**src/rtl/mem_access_pkg.sv**
```systemverilog
// -----------------------------------------------------------------------------
// mem_access_pkg
// Shared definitions for the MEM-stage data-memory access unit:
//   - RV32 load/store FUNC3 encodings
//   - access FSM state enum
//   - access-size classification and misalignment helpers
// No ports (package).
// -----------------------------------------------------------------------------
package mem_access_pkg;

    localparam logic [2:0] F3_B  = 3'b000;
    localparam logic [2:0] F3_H  = 3'b001;
    localparam logic [2:0] F3_W  = 3'b010;
    localparam logic [2:0] F3_BU = 3'b100;
    localparam logic [2:0] F3_HU = 3'b101;

    localparam logic [3:0] BE_NONE = 4'b0000;

    typedef enum logic [1:0] {
        IDLE = 2'd0,
        WAIT = 2'd1,
        DONE = 2'd2
    } state_e;

    typedef enum logic [1:0] {
        SZ_B = 2'd0,
        SZ_H = 2'd1,
        SZ_W = 2'd2
    } size_e;

    // Reserved encodings (011, 110, 111) behave as a full word.
    function automatic size_e f3_size(input logic [2:0] f3);
        case (f3)
            F3_B, F3_BU: return SZ_B;
            F3_H, F3_HU: return SZ_H;
            F3_W:        return SZ_W;
            default:     return SZ_W;
        endcase
    endfunction

    function automatic logic is_misaligned(input logic [2:0] f3, input logic [1:0] off);
        case (f3_size(f3))
            SZ_B:    return 1'b0;
            SZ_H:    return off[0];
            default: return off != 2'b00;
        endcase
    endfunction

endpackage

```
**src/rtl/load_formatter.sv**
```systemverilog
// -----------------------------------------------------------------------------
// load_formatter
// Combinational load-data alignment and extension for RV32 loads. Selects the
// byte at off or the halfword at off[1] and sign/zero-extends by FUNC3.
// Reserved FUNC3 codes pass the full word through.
// Ports:
//   rdata  in  32  raw word read from memory
//   off    in  2   byte offset within the word (ADDRESS[1:0])
//   func3  in  3   load size/sign encoding
//   data   out 32  formatted load result
// -----------------------------------------------------------------------------
module load_formatter
    import mem_access_pkg::*;
(
    input  logic [31:0] rdata,
    input  logic [1:0]  off,
    input  logic [2:0]  func3,
    output logic [31:0] data
);

    logic [7:0]  byte_sel;
    logic [15:0] half_sel;

    always_comb begin
        byte_sel = rdata[7:0];
        case (off)
            2'd0:    byte_sel = rdata[7:0];
            2'd1:    byte_sel = rdata[15:8];
            2'd2:    byte_sel = rdata[23:16];
            default: byte_sel = rdata[31:24];
        endcase
        half_sel = off[1] ? rdata[31:16] : rdata[15:0];
    end

    always_comb begin
        data = rdata;
        case (func3)
            F3_B:    data = {{24{byte_sel[7]}}, byte_sel};
            F3_BU:   data = {24'd0, byte_sel};
            F3_H:    data = {{16{half_sel[15]}}, half_sel};
            F3_HU:   data = {16'd0, half_sel};
            default: data = rdata;
        endcase
    end

endmodule

```
**src/rtl/mem_access_unit.sv**
```systemverilog
// -----------------------------------------------------------------------------
// mem_access_unit
// MEM-stage data-memory responder for an RV32IM pipeline. Takes the EX/MEM
// memory request, runs it on a req/ack bus, generates byte enables and
// lane-replicated store data, formats load data and stalls the pipeline until
// the access finishes (or times out).
//
// Optional feature macro: MEM_ACCESS_MISALIGN_TRAP_EN
//   defined   : misaligned half/word accesses skip the bus and pulse MISALIGNED
//   undefined : MISALIGNED stays 0, low address bits are truncated
//
// Parameters: TIMEOUT (1..255 wait cycles without ACK), ADDR_W (address width)
// Ports:
//   CLK, RST (async active-low)
//   MEM_READ, MEM_WRITE, FUNC3, ADDRESS, WRITE_DATA   request from EX/MEM
//   BUS_REQ, BUS_WE, BUS_ADDR, BUS_BE, BUS_WDATA      bus request side
//   BUS_RDATA, BUS_ACK                                bus response side
//   STALL                                             pipeline freeze
//   LOAD_DATA, LOAD_VALID                             formatted load result
//   BUS_ERROR, MISALIGNED                             one-cycle status pulses
// -----------------------------------------------------------------------------
module mem_access_unit
    import mem_access_pkg::*;
#(
    parameter int TIMEOUT = 16,
    parameter int ADDR_W  = 32
) (
    input  logic              CLK,
    input  logic              RST,
    input  logic              MEM_READ,
    input  logic              MEM_WRITE,
    input  logic [2:0]        FUNC3,
    input  logic [ADDR_W-1:0] ADDRESS,
    input  logic [31:0]       WRITE_DATA,
    output logic              BUS_REQ,
    output logic              BUS_WE,
    output logic [ADDR_W-1:0] BUS_ADDR,
    output logic [3:0]        BUS_BE,
    output logic [31:0]       BUS_WDATA,
    input  logic [31:0]       BUS_RDATA,
    input  logic              BUS_ACK,
    output logic              STALL,
    output logic [31:0]       LOAD_DATA,
    output logic              LOAD_VALID,
    output logic              BUS_ERROR,
    output logic              MISALIGNED
);

    localparam logic [7:0] TMO_LAST = 8'(TIMEOUT - 1);

    state_e            state, state_nxt;
    logic [ADDR_W-1:0] addr_q;
    logic [1:0]        off_q;
    logic [2:0]        func3_q;
    logic              we_q;
    logic [3:0]        be_q;
    logic [31:0]       wdata_q;
    logic [7:0]        cnt_q;
    logic [31:0]       load_data_q;
    logic              err_q;
    logic              mis_q;

    logic              req;
    logic              mis_req;
    logic              tmo_hit;
    logic [31:0]       fmt_data;

    function automatic logic [3:0] gen_be(input logic [2:0] f3, input logic [1:0] off);
        case (f3_size(f3))
            SZ_B:    return 4'b0001 << off;
            SZ_H:    return off[1] ? 4'b1100 : 4'b0011;
            default: return 4'b1111;
        endcase
    endfunction

    function automatic logic [31:0] gen_wdata(input logic [2:0] f3, input logic [31:0] d);
        case (f3_size(f3))
            SZ_B:    return {4{d[7:0]}};
            SZ_H:    return {2{d[15:0]}};
            default: return d;
        endcase
    endfunction

    assign req     = MEM_READ | MEM_WRITE;
    assign tmo_hit = (cnt_q == TMO_LAST);

`ifdef MEM_ACCESS_MISALIGN_TRAP_EN
    assign mis_req = is_misaligned(FUNC3, ADDRESS[1:0]);
`else
    assign mis_req = 1'b0;
`endif

    load_formatter u_load_formatter (
        .rdata (BUS_RDATA),
        .off   (off_q),
        .func3 (func3_q),
        .data  (fmt_data)
    );

    always_ff @(posedge CLK or negedge RST) begin
        if (!RST) begin
            state <= IDLE;
        end else begin
            state <= state_nxt;
        end
    end

    // ACK wins over a timeout that expires in the same cycle.
    always_comb begin
        state_nxt  = state;
        BUS_REQ    = 1'b0;
        STALL      = 1'b0;
        LOAD_VALID = 1'b0;
        BUS_ERROR  = 1'b0;
        MISALIGNED = 1'b0;
        case (state)
            IDLE: begin
                if (req) begin
                    STALL     = 1'b1;
                    state_nxt = mis_req ? DONE : WAIT;
                end
            end
            WAIT: begin
                BUS_REQ = 1'b1;
                STALL   = 1'b1;
                if (BUS_ACK || tmo_hit) begin
                    state_nxt = DONE;
                end
            end
            DONE: begin
                LOAD_VALID = ~we_q & ~err_q & ~mis_q;
                BUS_ERROR  = err_q;
                MISALIGNED = mis_q;
                state_nxt  = IDLE;
            end
            default: state_nxt = IDLE;
        endcase
        // While reset is held, release the pipeline even if EX/MEM still
        // presents a request.
        STALL = STALL & RST;
    end

    always_ff @(posedge CLK or negedge RST) begin
        if (!RST) begin
            addr_q      <= '0;
            off_q       <= 2'b00;
            func3_q     <= 3'b000;
            we_q        <= 1'b0;
            be_q        <= BE_NONE;
            wdata_q     <= 32'd0;
            cnt_q       <= 8'd0;
            load_data_q <= 32'd0;
            err_q       <= 1'b0;
            mis_q       <= 1'b0;
        end else begin
            case (state)
                IDLE: begin
                    if (req) begin
                        addr_q  <= {ADDRESS[ADDR_W-1:2], 2'b00};
                        off_q   <= ADDRESS[1:0];
                        func3_q <= FUNC3;
                        we_q    <= MEM_WRITE & ~MEM_READ;
                        be_q    <= gen_be(FUNC3, ADDRESS[1:0]);
                        wdata_q <= gen_wdata(FUNC3, WRITE_DATA);
                        cnt_q   <= 8'd0;
                        err_q   <= 1'b0;
                        mis_q   <= mis_req;
                        if (mis_req) begin
                            load_data_q <= 32'd0;
                        end
                    end
                end
                WAIT: begin
                    if (BUS_ACK) begin
                        if (!we_q) begin
                            load_data_q <= fmt_data;
                        end
                    end else if (tmo_hit) begin
                        err_q       <= 1'b1;
                        load_data_q <= 32'd0;
                    end else begin
                        cnt_q <= cnt_q + 8'd1;
                    end
                end
                default: ;
            endcase
        end
    end

    assign BUS_WE    = we_q;
    assign BUS_ADDR  = addr_q;
    assign BUS_BE    = be_q;
    assign BUS_WDATA = wdata_q;
    assign LOAD_DATA = load_data_q;

endmodule

```
**config.mk**
```make
export PLATFORM = sky130hd
export DESIGN_NAME = mem_access_unit
export DESIGN_NICKNAME = d
export VERILOG_FILES = /design/src/rtl/mem_access_pkg.sv /design/src/rtl/load_formatter.sv /design/src/rtl/mem_access_unit.sv
export SDC_FILE = /design/constraint.sdc
export NUM_CORES = 1
export LEC_CHECK = 0
export ABC_AREA = 1
export CORE_MARGIN = 2
export CORE_UTILIZATION = 25
export CTS_CLUSTER_DIAMETER = 30
export CTS_CLUSTER_SIZE = 24
export DETAILED_ROUTE_END_ITERATION = 10
export PLACE_DENSITY = 0.54
export SKIP_CTS_REPAIR_TIMING = 1
export SLEW_MARGIN = 20
export SYNTH_ARGS = -nofsm -noshare
export SYNTH_HDL_FRONTEND = slang
export SYNTH_SLANG_ARGS = --single-unit
```
**constraint.sdc**
```tcl
create_clock -name CLK -period 1.7 [get_ports CLK]
set_input_delay 0.34 -clock CLK [delete_from_list [all_inputs] [get_ports CLK]]
set_output_delay 0.34 -clock CLK [all_outputs]
set_load 0.1 [all_outputs]
```
==> metrics.log <==
[metrics] max-slew headroom at the worst pin: 0.515
[metrics] Routed wire per std cell: 15.3 um
[metrics] I/O Pins: 210
[metrics] timing-limited maximum frequency: 559 MHz
[metrics] RSZ-0062 raised after global routing: true
[metrics] run status: finished with violations
[metrics] largest family of logic cells by synthesized area: simple AND/OR/NAND/NOR gates
[metrics] final std cell area, no fill: 9810 um^2
[metrics] count of different cell masters after synthesis: 35
[metrics] number of global-route vias before repair: 5317
[metrics] CTS HTree Levels: 4
[metrics] Max stage delay cell, worst path: sky130_fd_sc_hd__dfrtp_2
[metrics] count of max-cap constraint violations: 0
[metrics] Max Buffers Root-to-Sink: 2
[metrics] total placed instance area: 9180 um^2
[metrics] DRC Markers: 0
[metrics] DRC violation total after the first TritonRoute iteration: 258
[metrics] count of clock tree sinks: 115
[metrics] die extent in y: 153 um
[metrics] final setup violation count: 4
[metrics] clock-pin slew of the registers on the worst-case setup and hold paths: 0.06 ns
[metrics] standard-cell row count: 54
[metrics] Post-Route Setup TNS: -0.229 ns
[metrics] startpoint kind of the worst setup timing path: flop
[metrics] share of flip-flops with an asynchronous set or reset: 1.00
[metrics] Area growth, synth to finish: 76.4%
[metrics] transition time at the pin with the least slew margin: 0.728 ns
[metrics] starting density of the core: 0.255
[metrics] instance count of the mapped netlist: 715
[metrics] total wire length: 18800 um
[metrics] gp weighted congestion: 0.842
[metrics] total clock buffers created by CTS: 17
[metrics] failing checks: setup timing
[metrics] Mapped Avg Cell Area: 7.78 um^2
[metrics] clock tree root buffer cell: sky130_fd_sc_hd__clkbuf_16
[metrics] number of antenna violations at the first check in global routing: 0
[metrics] post-route ant nets: 0
[metrics] Yosys Warn Count: 0
[metrics] number of enable flip-flop cells after synthesis: 0
[metrics] total core area: 21800 um^2
[metrics] Worst Path Max Fanout: 4
[metrics] Final Critical Period: 1.79 ns
[metrics] synthesized flop and latch total: 115
[metrics] data required time of the worst path: 1.36 ns
[metrics] total track usage: 0.161
[metrics] TritonCTS clock tree: done
[metrics] share of synthesized cell area in and, or, nand and nor gates: 0.286
[metrics] Final nets: 1045
[metrics] Yosys top cell by area: sky130_fd_sc_hd__dfrtp_1
[metrics] type of the worst setup path: flop to output pin
[metrics] sequence of cells on the critical path: nor2_4, nand2_4, a21boi_4, buf_12
[metrics] worst clock skew on the final layout: 0.00926 ns
[metrics] ant diodes: 0
[metrics] GRT Residual Overflow: 0
[metrics] share of final-layout standard cells stronger than drive strength 1: 0.211
[metrics] sum of net half-perimeters after detailed placement: 13600 um
[metrics] arithmetic-cell share of the synthesized area counting full adders, half adders and majority gates: 0.00225
[metrics] area of the die: 23500 um^2
[metrics] Clk Latency, worst-skew pair: 0.41 ns
[metrics] first-pass GRT wire length: 29700 um
[metrics] total count of max-transition violations in the final report: 0
[metrics] worst hold slack across all endpoints: 0.0138 ns
[metrics] total vias in the final route: 5447
[metrics] worst path setup slack after routing: -0.0902 ns
[metrics] largest net degree at the start of global routing: 116
[metrics] post-synthesis sequential area ratio: 0.517
[metrics] compound-cell area share of the yosys netlist: 0.121
[metrics] worst min-delay path category: primary input to asynchronous set/reset pin
[metrics] endpoint arrival time on the critical path: 1.45 ns
[metrics] DR vias/cell: 4.42
[metrics] category of the worst setup path capture point: output pin
[metrics] die outline width: 153 um
[metrics] multiplexer share of the synthesized area: 0.00180
[metrics] final worst path period share: 1.05
[metrics] xor and xnor fraction of the mapped netlist area: 0.00157
[metrics] largest cells by area after synthesis: sky130_fd_sc_hd__dfrtp_1 (52%), sky130_fd_sc_hd__nand2_1 (20%), sky130_fd_sc_hd__o21ai_0 (6.6%)
[metrics] Hold Fails Final Rpt: 0
[metrics] netlist area before placement: 5560 um^2
[metrics] count of buffers from port buffering: 206
[metrics] worst setup slack before clock tree synthesis: -0.0949 ns
[metrics] most common flop cell mapped by yosys: sky130_fd_sc_hd__dfrtp_1
[metrics] number of detailed-route iterations in the first pass: 5
[metrics] share of the synthesized area in the top cell type: 0.517
[metrics] delay of the slowest critical-path stage: 0.47 ns
layout by cell type, fill, tap and decap left out, types with 2 or more instances in the layout:
cell type and n:
sky130_fd_sc_hd__conb_1 3, sky130_fd_sc_hd__nand3b_1 3, sky130_fd_sc_hd__dfrtp_1 113, sky130_fd_sc_hd__nand2_1 291, sky130_fd_sc_hd__nand3_2 2, sky130_fd_sc_hd__nor2_1 51
sky130_fd_sc_hd__clkbuf_16 17, sky130_fd_sc_hd__clkinvlp_4 3, sky130_fd_sc_hd__nor3_4 2, sky130_fd_sc_hd__nor2_4 3, sky130_fd_sc_hd__nand4_1 2, sky130_fd_sc_hd__buf_12 111
sky130_fd_sc_hd__buf_4 28, sky130_fd_sc_hd__or2_2 2, sky130_fd_sc_hd__o21ai_0 73, sky130_fd_sc_hd__inv_1 39, sky130_fd_sc_hd__o21ai_1 4, sky130_fd_sc_hd__nand3_4 2
sky130_fd_sc_hd__nand3_1 26, sky130_fd_sc_hd__clkbuf_8 2, sky130_fd_sc_hd__inv_2 5, sky130_fd_sc_hd__a21oi_1 33, sky130_fd_sc_hd__o211ai_1 3, sky130_fd_sc_hd__bufinv_16 2
sky130_fd_sc_hd__clkinv_4 3, sky130_fd_sc_hd__inv_6 4, sky130_fd_sc_hd__clkdlybuf4s50_1 102, sky130_fd_sc_hd__a21oi_2 7, sky130_fd_sc_hd__clkinv_1 2, sky130_fd_sc_hd__o21bai_1 2
metrics by stage:
| step | cells | utilization |
|---|---|---|
| final | 1233 | 0.450 |
| after global routing | 1233 | 0.450 |
| after CTS | 1229 | 0.448 |
| after detailed placement | 1197 | 0.421 |
| after global placement | 1197 | 0.421 |
| after floorplan | 717 | - |
sequential cells by signal (all words and copies together) (netlist names):
register and flops:
BUS_ADDR 30, BUS_BE 4, BUS_WDATA 32, BUS_WE 1
LOAD_DATA 32, cnt_q 8, err_q 1, func3_q 3
off_q 2, state 2
path summary, 6_finish.rpt:
check	startpoint	endpoint	slack [ns]	cells past startpoint
max	state[0]	STALL	-0.09	4
min in group CLK	ADDRESS[31]	BUS_ADDR[31]	0.46	3
min reg2reg	cnt_q[0]	cnt_q[0]	0.52	1
max reg2reg	cnt_q[0]	LOAD_DATA[5]	0.14	7
max in group asynchronous	RST	LOAD_DATA[11]	1.07	2
min	RST	cnt_q[6]	0.01	2
synth_stat cells, types with 3 or more instances:
master                       n
sky130_fd_sc_hd__nand2_1   291
sky130_fd_sc_hd__dfrtp_1   115
sky130_fd_sc_hd__o21ai_0    73
sky130_fd_sc_hd__nor2_1     52
sky130_fd_sc_hd__inv_1      40
sky130_fd_sc_hd__a21oi_1    33
sky130_fd_sc_hd__nand3_1    26
sky130_fd_sc_hd__buf_2      15
sky130_fd_sc_hd__clkbuf_1   11
sky130_fd_sc_hd__a21oi_2     7
sky130_fd_sc_hd__buf_4       6
sky130_fd_sc_hd__buf_6       5
sky130_fd_sc_hd__inv_2       4
sky130_fd_sc_hd__o21ai_1     4
sky130_fd_sc_hd__nand3b_1    3
sky130_fd_sc_hd__o211ai_1    3
cells by family after synthesis:
| kind of cell | count (synthesis) |
|---|---|
| muxes | 1 |
| xor gates and xnor gates | 1 |
| other | 1 |
| and+or+nand+nor | 388 |
| buffers and inverters | 83 |
| adders and majority gates | 1 |
| DFF | 115 |
| AOI/OAI and AO/OA | 125 |
per-layer routing:
layer | wire [um] | global-route usage | vias to the layer above | part of all wire
li1 | - | - | 2720 | -
met1 | 8450 | 0.214 | 2498 | 0.45
met2 | 8350 | 0.240 | 218 | 0.44
met3 | 1860 | 0.0700 | 11 | 0.099
met4 | 179 | 0.0410 | 0 | 0.0095
met5 | 0 | 0 | - | 0
area by class of cell:
cell class	instances	area, um^2
fillers	2147	12000
repair buffers	241	3450
flip-flops and latches	115	2880
multi-input cells	519	2350
clock buffers	19	453
well taps	280	350
inverters	46	173
clock inverters	13	149
critical path, delay by kind of cell (launching register included):
kind                   cells  cell delay [ns]
DFF                        1             0.47
and+or+nand+nor            2             0.23
buffers and inverters      1             0.19
AOI/OAI and AO/OA          1             0.15
Power is left out: the tool's default activity adds up to more than one toggle a clock period on the data nets, which glitch-free logic cannot reach.
